--- config.mk ---
export PLATFORM = sky130hd
export DESIGN_NAME = dmem_arbiter
export DESIGN_NICKNAME = d
export VERILOG_FILES = /design/src/rtl/dmem_ctrl_pkg.sv /design/src/rtl/lsu_align.sv /design/src/rtl/dmem_arbiter.sv
export SDC_FILE = /design/constraint.sdc
export NUM_CORES = 1
export LEC_CHECK = 0
export CAP_MARGIN = 20
export CORE_AREA = 3 3 107 109
export CTS_CLUSTER_SIZE = 20
export DETAILED_ROUTE_END_ITERATION = 7
export DIE_AREA = 0 0 110 112
export PLACE_DENSITY = 0.9
export SLEW_MARGIN = 20
export SYNTH_ARGS = -nofsm -noshare
export SYNTH_HDL_FRONTEND = slang
export SYNTH_HIERARCHICAL = 1
export SYNTH_SLANG_ARGS = --single-unit
--- constraint.sdc ---
create_clock -name clk -period 6.6 [get_ports clk]
set_input_delay 1.98 -clock clk [delete_from_list [all_inputs] [get_ports clk]]
set_output_delay 1.98 -clock clk [all_outputs]
set_load 0.01 [all_outputs]
--- src/rtl/dmem_ctrl_pkg.sv ---
// dmem_ctrl_pkg: shared types and defaults for the data-memory controller.
//   size_e      : access size encoding (byte/half/word; 2'b11 is illegal)
//   state_e     : arbiter FSM states
//   DEPTH_WORDS_DEFAULT : default data-memory depth in 32-bit words
package dmem_ctrl_pkg;

  localparam int unsigned DEPTH_WORDS_DEFAULT = 64;

  typedef enum logic [1:0] {
    SZ_B = 2'b00,
    SZ_H = 2'b01,
    SZ_W = 2'b10
  } size_e;

  typedef enum logic {
    IDLE = 1'b0,
    WAIT = 1'b1
  } state_e;

endpackage

--- src/rtl/lsu_align.sv ---
// lsu_align: combinational byte-lane formatter.
//   size, offset, is_unsigned : access size, addr[1:0], load extension mode
//   wdata / rdata             : right-aligned store data / raw memory word
//   be, wd                    : byte enables and lane-replicated store data
//   ldata                     : selected and extended load result
//   misalign                  : half on odd address or word not on 4-byte boundary
module lsu_align
  import dmem_ctrl_pkg::*;
(
  input  logic [1:0]  size,
  input  logic [1:0]  offset,
  input  logic        is_unsigned,
  input  logic [31:0] wdata,
  input  logic [31:0] rdata,
  output logic [3:0]  be,
  output logic [31:0] wd,
  output logic [31:0] ldata,
  output logic        misalign
);

  logic [7:0]  rbyte;
  logic [15:0] rhalf;

  always_comb begin
    be       = '0;
    wd       = wdata;
    ldata    = '0;
    misalign = 1'b0;
    rbyte    = rdata[{offset, 3'b000} +: 8];
    rhalf    = offset[1] ? rdata[31:16] : rdata[15:0];
    case (size)
      SZ_B: begin
        be    = 4'b0001 << offset;
        wd    = {4{wdata[7:0]}};
        ldata = is_unsigned ? {24'h0, rbyte} : {{24{rbyte[7]}}, rbyte};
      end
      SZ_H: begin
        be       = 4'b0011 << offset;
        wd       = {2{wdata[15:0]}};
        ldata    = is_unsigned ? {16'h0, rhalf} : {{16{rhalf[15]}}, rhalf};
        misalign = offset[0];
      end
      SZ_W: begin
        be       = '1;
        ldata    = rdata;
        misalign = |offset;
      end
      default: ;
    endcase
  end

endmodule

--- src/rtl/dmem_arbiter.sv ---
// dmem_arbiter: two-port (core LSU = 0, DMA = 1) round-robin arbiter in front of
// a single-cycle-latency data memory. One transaction outstanding: grant and
// memory access in cycle T, response pulse in T+1.
//   clk, reset_n            : clock, synchronous active-low reset
//   rN_valid/ready/we/size/unsigned/addr/wdata : request ports N=0,1
//   rsp_valid/id/rdata/err  : response (all zero when rsp_valid=0)
//   mem_en/we/be/a/wd, mem_rd : memory interface
module dmem_arbiter
  import dmem_ctrl_pkg::*;
#(
  parameter int unsigned DEPTH_WORDS = DEPTH_WORDS_DEFAULT,
  parameter int unsigned AW          = 32
) (
  input  logic          clk,
  input  logic          reset_n,
  input  logic          r0_valid,
  output logic          r0_ready,
  input  logic          r0_we,
  input  logic [1:0]    r0_size,
  input  logic          r0_unsigned,
  input  logic [AW-1:0] r0_addr,
  input  logic [31:0]   r0_wdata,
  input  logic          r1_valid,
  output logic          r1_ready,
  input  logic          r1_we,
  input  logic [1:0]    r1_size,
  input  logic          r1_unsigned,
  input  logic [AW-1:0] r1_addr,
  input  logic [31:0]   r1_wdata,
  output logic          rsp_valid,
  output logic          rsp_id,
  output logic [31:0]   rsp_rdata,
  output logic          rsp_err,
  output logic          mem_en,
  output logic          mem_we,
  output logic [3:0]    mem_be,
  output logic [AW-1:0] mem_a,
  output logic [31:0]   mem_wd,
  input  logic [31:0]   mem_rd
);

  state_e        state_q;
  logic          last_grant;
  logic          ctx_id, ctx_we, ctx_err, ctx_uns;
  logic [1:0]    ctx_size, ctx_off;

  logic          issue, gnt_id, err;
  logic          sel_we, sel_uns;
  logic [1:0]    sel_size;
  logic [AW-1:0] sel_addr, word_idx;
  logic [31:0]   sel_wdata;

  logic [1:0]    al_size, al_off;
  logic          al_uns, al_misalign;
  logic [3:0]    al_be;
  logic [31:0]   al_wd, al_ldata;

  // Both valid: the port not granted last wins; otherwise the lone valid port.
  assign gnt_id = (r0_valid && r1_valid) ? ~last_grant : r1_valid;
  assign issue  = reset_n && (state_q == IDLE) && (r0_valid || r1_valid);

  assign sel_we    = gnt_id ? r1_we       : r0_we;
  assign sel_size  = gnt_id ? r1_size     : r0_size;
  assign sel_uns   = gnt_id ? r1_unsigned : r0_unsigned;
  assign sel_addr  = gnt_id ? r1_addr     : r0_addr;
  assign sel_wdata = gnt_id ? r1_wdata    : r0_wdata;

  assign word_idx = {2'b00, sel_addr[AW-1:2]};
  assign err      = al_misalign || (sel_size == 2'b11) || (word_idx >= AW'(DEPTH_WORDS));

  // One formatter serves both phases: the live request while issuing,
  // the registered context while the read data returns.
  assign al_size = (state_q == WAIT) ? ctx_size : sel_size;
  assign al_off  = (state_q == WAIT) ? ctx_off  : sel_addr[1:0];
  assign al_uns  = (state_q == WAIT) ? ctx_uns  : sel_uns;

  lsu_align u_align (
    .size        (al_size),
    .offset      (al_off),
    .is_unsigned (al_uns),
    .wdata       (sel_wdata),
    .rdata       (mem_rd),
    .be          (al_be),
    .wd          (al_wd),
    .ldata       (al_ldata),
    .misalign    (al_misalign)
  );

  assign r0_ready = issue && !gnt_id;
  assign r1_ready = issue &&  gnt_id;

  assign mem_en = issue && !err;
  assign mem_we = issue && !err && sel_we;
  assign mem_be = mem_we ? al_be : '0;
  assign mem_a  = reset_n ? sel_addr : '0;
  assign mem_wd = reset_n ? al_wd : '0;

  assign rsp_valid = reset_n && (state_q == WAIT);
  assign rsp_id    = rsp_valid && ctx_id;
  assign rsp_err   = rsp_valid && ctx_err;
  assign rsp_rdata = (rsp_valid && !ctx_we && !ctx_err) ? al_ldata : '0;

  always_ff @(posedge clk) begin
    if (!reset_n) begin
      state_q    <= IDLE;
      last_grant <= 1'b1;
      ctx_id     <= 1'b0;
      ctx_we     <= 1'b0;
      ctx_err    <= 1'b0;
      ctx_uns    <= 1'b0;
      ctx_size   <= '0;
      ctx_off    <= '0;
    end else begin
      case (state_q)
        IDLE: if (issue) begin
          state_q    <= WAIT;
          last_grant <= gnt_id;
          ctx_id     <= gnt_id;
          ctx_we     <= sel_we;
          ctx_err    <= err;
          ctx_uns    <= sel_uns;
          ctx_size   <= sel_size;
          ctx_off    <= sel_addr[1:0];
        end
        default: state_q <= IDLE;
      endcase
    end
  end

endmodule

* After elaboration in Yosys (flattened, before gate mapping)
Cells that the tools add are included.
** Cells by class
- $lt $le $gt $ge :: 1
- Eq/ne operators :: 3
- Shift-type cells :: 3
- Mux-type cells :: 21
- Bitwise logic cells :: 3
- Reductions and logical operators :: 23
** Operators with widths (number)
- two-way mux 32 bit :: 7
- one-hot mux 32 bit (3 select lines) :: 1
- one-hot mux 32 bit (2 select lines) :: 1
- variable part select 32 x 6 -> 8 bit :: 1
- greater-or-equal comparator 30 x 7 -> 1 bit, second input constant :: 1
- two-way mux 16 bit :: 1
- logical AND 1 bit :: 12
- one-hot mux 4 bit (3 select lines) :: 1
- two-way mux 2 bit :: 3
- two-way mux 1 bit :: 5
- equality test 2 bit, second input constant :: 2
- zero test 1 bit :: 4
- two-way mux 4 bit :: 1
- OR reduction 2 bit :: 2
- << shifter 1 x 2 -> 4 bit, first input constant :: 1
- << shifter 2 x 2 -> 4 bit, first input constant :: 1
- logical OR 1 bit :: 3
- inverter 1 bit :: 3
- equality test 2 x 1 -> 1 bit, second input constant :: 1
- zero test 2 bit :: 1
- one-hot mux 1 bit (2 select lines) :: 1
- AND reduction 2 bit :: 1
** Storage, ports and cells
- Bits in registers :: 10
- Input bits :: 172
- Output and inout port bits :: 107
- Word-level logic and storage cells :: 62

* Logic depth before layout (Yosys ltp)
- Depth after elaboration :: 12
- Gate-level depth with buffers :: 13
- Mapped depth without buffers :: 10

* Modules after synthesis
The synthesis kept the hierarchy.
** By module, submodules not included
- dmem_arbiter :: instances 1, cells each 368, area an instance 2062.0 sq um, seq. area each 200.2 sq um
- lsu_align :: instances 1, cells each 195, area an instance 1306.3 sq um, seq. area each 0.0 sq um

* Worst setup path after synthesis
OpenSTA, ideal clock, no wires.
- Path kind :: in2out
- Start :: in r1_valid
- End :: out mem_wd[10]
- Data arrival time :: 4.371 ns
- Required time :: 4.620 ns
- Path slack :: 0.249 ns
- Stages on the path :: 12
- Path buffers :: 3
- Cells stage by stage :: a21bo_1 buf_6 buf_4 mux2i_1 a21oi_1 inv_1 ha_1 nor2_1 or2_2 clkbuf_1 a22o_1 and2_1
** Between the ends
- Longest elaborated chain between the ends :: 7
- Elaborated cells between the ends (all ways) :: 9
- Those cells by class :: eq/ne (1); mux (6); reduce/logical (2)
** RTL lines
- start: declaration :: line dmem_arbiter.sv:23 : input logic r1_valid,
- logical AND 1 bit :: line dmem_arbiter.sv:59 : assign gnt_id = (r0_valid && r1_valid) ? ~last_grant : r1_valid;
- two-way mux 1 bit (*) :: line dmem_arbiter.sv:59
- two-way mux 2 bit (*) :: line dmem_arbiter.sv:63 : assign sel_size = gnt_id ? r1_size : r0_size;
- two-way mux 2 bit (*) :: line dmem_arbiter.sv:73 : assign al_size = (state_q == WAIT) ? ctx_size : sel_size;
- via al_size[1] :: line dmem_arbiter.sv:53 : logic [1:0] al_size, al_off;
- equality test 2 x 1 -> 1 bit / zero test 2 bit (equally long branches) :: line lsu_align.sv:31 : case (size)
- one-hot mux 32 bit (2 select lines) (*) :: line lsu_align.sv:31
- via al_wd[10] :: line dmem_arbiter.sv:56 : logic [31:0] al_wd, al_ldata;
- two-way mux 32 bit (*) :: line dmem_arbiter.sv:96 : assign mem_wd = reset_n ? al_wd : '0;
- end: declaration :: line dmem_arbiter.sv:38 : output logic [31:0] mem_wd,
The timed path passes the listed nets; every way through them passes the cells marked *.

* Worst setup path in the final report
- Start :: in r1_valid
- End :: out rsp_rdata[23]
** Between the ends
- Longest elaborated chain between the ends :: 8
- Elaborated cells between the ends (all ways) :: 17
- Those cells by class :: eq/ne (2); shift (1); mux (12); reduce/logical (2)
** RTL lines
- logical AND 1 bit :: line dmem_arbiter.sv:59
- two-way mux 1 bit (*) :: line dmem_arbiter.sv:59
- two-way mux 32 bit (*) :: line dmem_arbiter.sv:65 : assign sel_addr = gnt_id ? r1_addr : r0_addr;
- two-way mux 2 bit (*) :: line dmem_arbiter.sv:74 : assign al_off = (state_q == WAIT) ? ctx_off : sel_addr[1:0];
- via al_off[1] :: line dmem_arbiter.sv:53
- variable part select 32 x 6 -> 8 bit / two-way mux 16 bit (equally long branches) :: line lsu_align.sv:29, lsu_align.sv:30
- two-way mux 32 bit, on equally long branches :: line lsu_align.sv:35, lsu_align.sv:40
- one-hot mux 32 bit (3 select lines) (*) :: line lsu_align.sv:31
- via al_ldata[23] :: line dmem_arbiter.sv:56
- two-way mux 32 bit (*) :: line dmem_arbiter.sv:101 : assign rsp_rdata = (rsp_valid && !ctx_we && !ctx_err) ? al_ldata : '0;
- end: declaration :: line dmem_arbiter.sv:32 : output logic [31:0] rsp_rdata,
Marks and branches as above.

==> flow_summary_export.csv <==
group,metric,value,unit
yosys,synthDistinctLibCells,42,
drt,drtPass1Iterations,5,
global_routing,grt_max_degree,66,
yosys,synth_warnings,6,
sta,tightest_slew,0.650,ns
power_and_ir_drop,p_sw,294,uW
die,rows,38,
layout,drive_gt1_frac,0.123,
clock_network,cts_sinks,10,
yosys,synth_edf_count,0,
yosys,ys_seq_area_frac,0.0594,
clock_network,cts_hold_buf,0,
drt,drtIter0Drc,418,
die,start_util,0.315,
setup_path,cp_cell_sequence,"dlygate4sd2_1 > a21bo_4 > mux2i_4 > a21oi_4 > buf_4 > buf_4 > mux2_4 > a32oi_4 > buf_6 > buf_12 > a21oi_1 > and2_1 > clkdlybuf4s15_1",
clock_network,insertion_delay,0.24,ns
power_and_ir_drop,leakage,2.89,nW
yosys,mappedNetlistArea,3370,um^2
power_and_ir_drop,swShare,0.411,
clock_network,clk_pin_slew,0.05,ns
drt,drc,0,
layout,area_growth,94.4,%
power_and_ir_drop,power_frac_comb,0.813,
sta,slew_violations,0,
global_routing,antenna_found_initial,1,
sta,grt_setup_unrepaired,"false",
hold_path,hold_end,"ctx_uns",
power_and_ir_drop,powerDensity,109,nW/um^2
setup_path,reg2reg_to,"ctx_err",
layout,nets,1017,
setup_path,end_kind,"output pin",
power_and_ir_drop,intPower,421,uW
setup_path,r2r_cells,9,
sta,setup_viol,0,
yosys,synth_flop_cell,"dfxtp_1",
placement,io_buffer_count,278,
yosys,synthCells,563,
die,die_area,12300,um^2
sta,setup_ws,0.108,ns
clock_network,cts_root_buf,"clkbuf_8",
power_and_ir_drop,seqPwrFrac,0.099,
power_and_ir_drop,finalPower,715,uW
setup_path,cp-start-kind,"primary input",
clock_network,cts_buffers,3,
drt,routedWlPerCell,16.7,um
hold_path,worstHoldStart,"ctx_uns",
global_routing,overflow,0,
die,die_height,112,um
sta,fin_worst_skew,0.00512,ns
yosys,synth-async-reset-ratio,0,
layout,final_util,0.612,
placement,dp.cells,965,
setup_path,critPathArrivalTime,4.51,ns
outcome,status,"complete, no violations",
setup_path,r2r_setup_slack,4.36,ns
layout,fill_cells,940,
sta,final-hold-violation-count,0,
setup_path,worst-setup-path-type,"primary input to output pin",
layout,final_cells,978,
sta,relSlewSlack,0.567,
die,io_pins,279,
placement,gp_congestion,0.865,
power_and_ir_drop,ir_drop,0.0711,mV
clock_network,cts_htree_levels,1,
die,die_x,110,um
drt,viasPerCell,5.19,
yosys,ys_seq_elements,10,
yosys,avgSynthCellArea,5.98,um^2
yosys,synth_fp_nets,741,
global_routing,grt_pass1_vias,4893,
die,core-area,10700,um^2
setup_path,rr_startpoint,"last_grant",
setup_path,critPathRequiredTime,4.62,ns
setup_path,slowest_stage,"a32oi_4",
run,drv_cap,0,
hold_path,worstHoldPathCells,2,
clock_network,clk_path_buf_depth,2,
drt,antenna_left,0,
setup_path,cpPeakStageDelay,0.34,ns
global_routing,grt_use_total,0.247,
sta,fin_crit_sh,0.984,
setup_path,cp_max_fo,8,
drt,drt_wl_total,16300,um
setup_path,timing.critical_path.mode_cell,"buf_4",
sta,fmax,0.154,GHz
hold_path,min_path_type,"flop to flop",
global_routing,grt_pass1_wl,24600,um
sta,fin_crit,6.49,ns
sta,finalHoldWorstSlack,0.479,ns
placement,dp_slack,-0.338,ns
drt,vias,5080,
placement,hpwlAfterDp,12800,um
power_and_ir_drop,pwr-share-clk,0.089,
clock_network,cts_tree,"yes",
sequential cells by signal, indices dropped and copies added (netlist names):
signal and flops:
ctx_off 2, ctx_err 1, last_grant 1, ctx_id 1, ctx_size 2, ctx_we 1
state_q 1, ctx_uns 1
worst max path at each step:
stage | from | slack (ns) | endpoint
after floorplan | r1_valid | 0.25 | mem_wd[10]
after global placement | r1_valid | -0.29 | rsp_rdata[7]
after detailed placement | r1_valid | -0.34 | rsp_rdata[7]
after CTS | r0_valid | 0.14 | rsp_rdata[7]
after global routing | r1_valid | 0.04 | rsp_rdata[23]
final | r1_valid | 0.11 | rsp_rdata[23]
repair_timing:
item / 4_1_cts / 5_1_grt
setup buffers: 8 / 0
gates resized for setup: 103 / 0
endpoints found under the setup margin: 62 / 0
cells by family after synthesis:
logic type               share of synthesized area
adder cells (fa/ha/maj)                     0.0223
flip-flops                                  0.0594
buffers and inverters                       0.0944
AND/OR/NAND/NOR                              0.434
multiplexers                                0.0843
AO/OA/AOI/OAI                                0.306
power groups by stage:
| stage | registers (mW) | clock network (mW) | logic [mW] |
|---|---|---|---|
| after floorplan | 0.0703 | 0 | 0.281 |
| after global placement | 0.0711 | 0 | 0.554 |
| after detailed placement | 0.0714 | 0 | 0.560 |
| after CTS | 0.0704 | 0.0645 | 0.575 |
| after global routing | 0.0713 | 0.0666 | 0.627 |
| final | 0.0706 | 0.0633 | 0.581 |
cells in the mapped netlist, types with 2 or more instances:
cell | instances | area share
a311oi_1 | 8 | 0.021
a21oi_1 | 51 | 0.076
nor3_2 | 5 | 0.015
nand3_1 | 7 | 0.010
mux2i_1 | 7 | 0.021
clkbuf_1 | 31 | 0.035
nand4_1 | 2 | 0.0037
buf_6 | 4 | 0.013
buf_4 | 9 | 0.020
buf_2 | 14 | 0.021
nor2_1 | 11 | 0.012
a22o_1 | 16 | 0.042
a21boi_0 | 28 | 0.062
a22oi_1 | 15 | 0.033
ha_1 | 6 | 0.022
and2_1 | 67 | 0.12
nor2b_1 | 13 | 0.024
nand2_1 | 186 | 0.21
dfxtp_1 | 10 | 0.059
nor4_1 | 12 | 0.022
o21ai_0 | 16 | 0.024
o31ai_1 | 2 | 0.0045
mux2_2 | 17 | 0.057
inv_1 | 5 | 0.0056
a21boi_1 | 3 | 0.0067
and3_1 | 2 | 0.0037
cells in the final DEF, fill, tap and decap left out, types with 2 or more instances in the layout:
| cell | Yosys | final |
|---|---|---|
| a311oi_1 | 8 | 8 |
| buf_4 | 9 | 44 |
| inv_1 | 5 | 4 |
| a21boi_1 | 3 | 3 |
| dfxtp_1 | 10 | 10 |
| clkdlybuf4s15_2 | 0 | 2 |
| buf_12 | 0 | 5 |
| ha_1 | 6 | 6 |
| dlygate4sd2_1 | 0 | 50 |
| and2_1 | 67 | 67 |
| nor2_1 | 11 | 11 |
| nand4_1 | 2 | 2 |
| mux2_2 | 17 | 16 |
| and3_1 | 2 | 2 |
| mux2i_1 | 7 | 3 |
| a22o_1 | 16 | 16 |
| o31ai_1 | 2 | 2 |
| o21ai_0 | 16 | 16 |
| a22oi_1 | 15 | 15 |
| nor4_1 | 12 | 12 |
| nand3_1 | 7 | 7 |
| a21boi_0 | 28 | 28 |
| clkbuf_8 | 0 | 3 |
| clkdlybuf4s15_1 | 0 | 10 |
| mux2i_2 | 0 | 3 |
| a21oi_1 | 51 | 47 |
| clkdlybuf4s50_1 | 0 | 213 |
| a21oi_2 | 1 | 4 |
| nor3_2 | 5 | 5 |
| nand2_1 | 186 | 186 |
| nor2b_1 | 13 | 12 |
| buf_2 | 14 | 3 |
area by class of cell:
cell class                      instances  area, um^2  area share
Tap cell                              140         175      0.0268
Sequential cell                        10         200      0.0306
Timing Repair Buffer                  329        3180       0.485
Inverter                                5        18.8     0.00287
Clock buffer                            3        41.3     0.00631
Multi-Input combinational cell        490        2930       0.448
Antenna cell                            1        2.50    0.000382
worst max-delay path: cells and delay by family:
family | cells | cell delay, ns
and+or+nand+nor | 1 | 0.13
buffers and inverters | 6 | 1.02
muxes | 2 | 0.61
AOI/OAI and AO/OA | 4 | 0.74
through the flow:
stage	TNS (ns)	area, um^2
CTS	0	6540
detailed placement	-13.53	6400
floorplan	0	3370
global route	0	6550
finish	0	6550
global placement	-9.84	6400
routing by layer:
layer	GRT usage	share of wire	wire length, um	up-vias
li1	-	-	-	2467
met1	0.285	0.38	6130	2312
met2	0.445	0.51	8260	267
met3	0.0533	0.090	1470	34
met4	0.0773	0.026	430	0
met5	0	0	0	-
(Power assumes the default switching activity.)
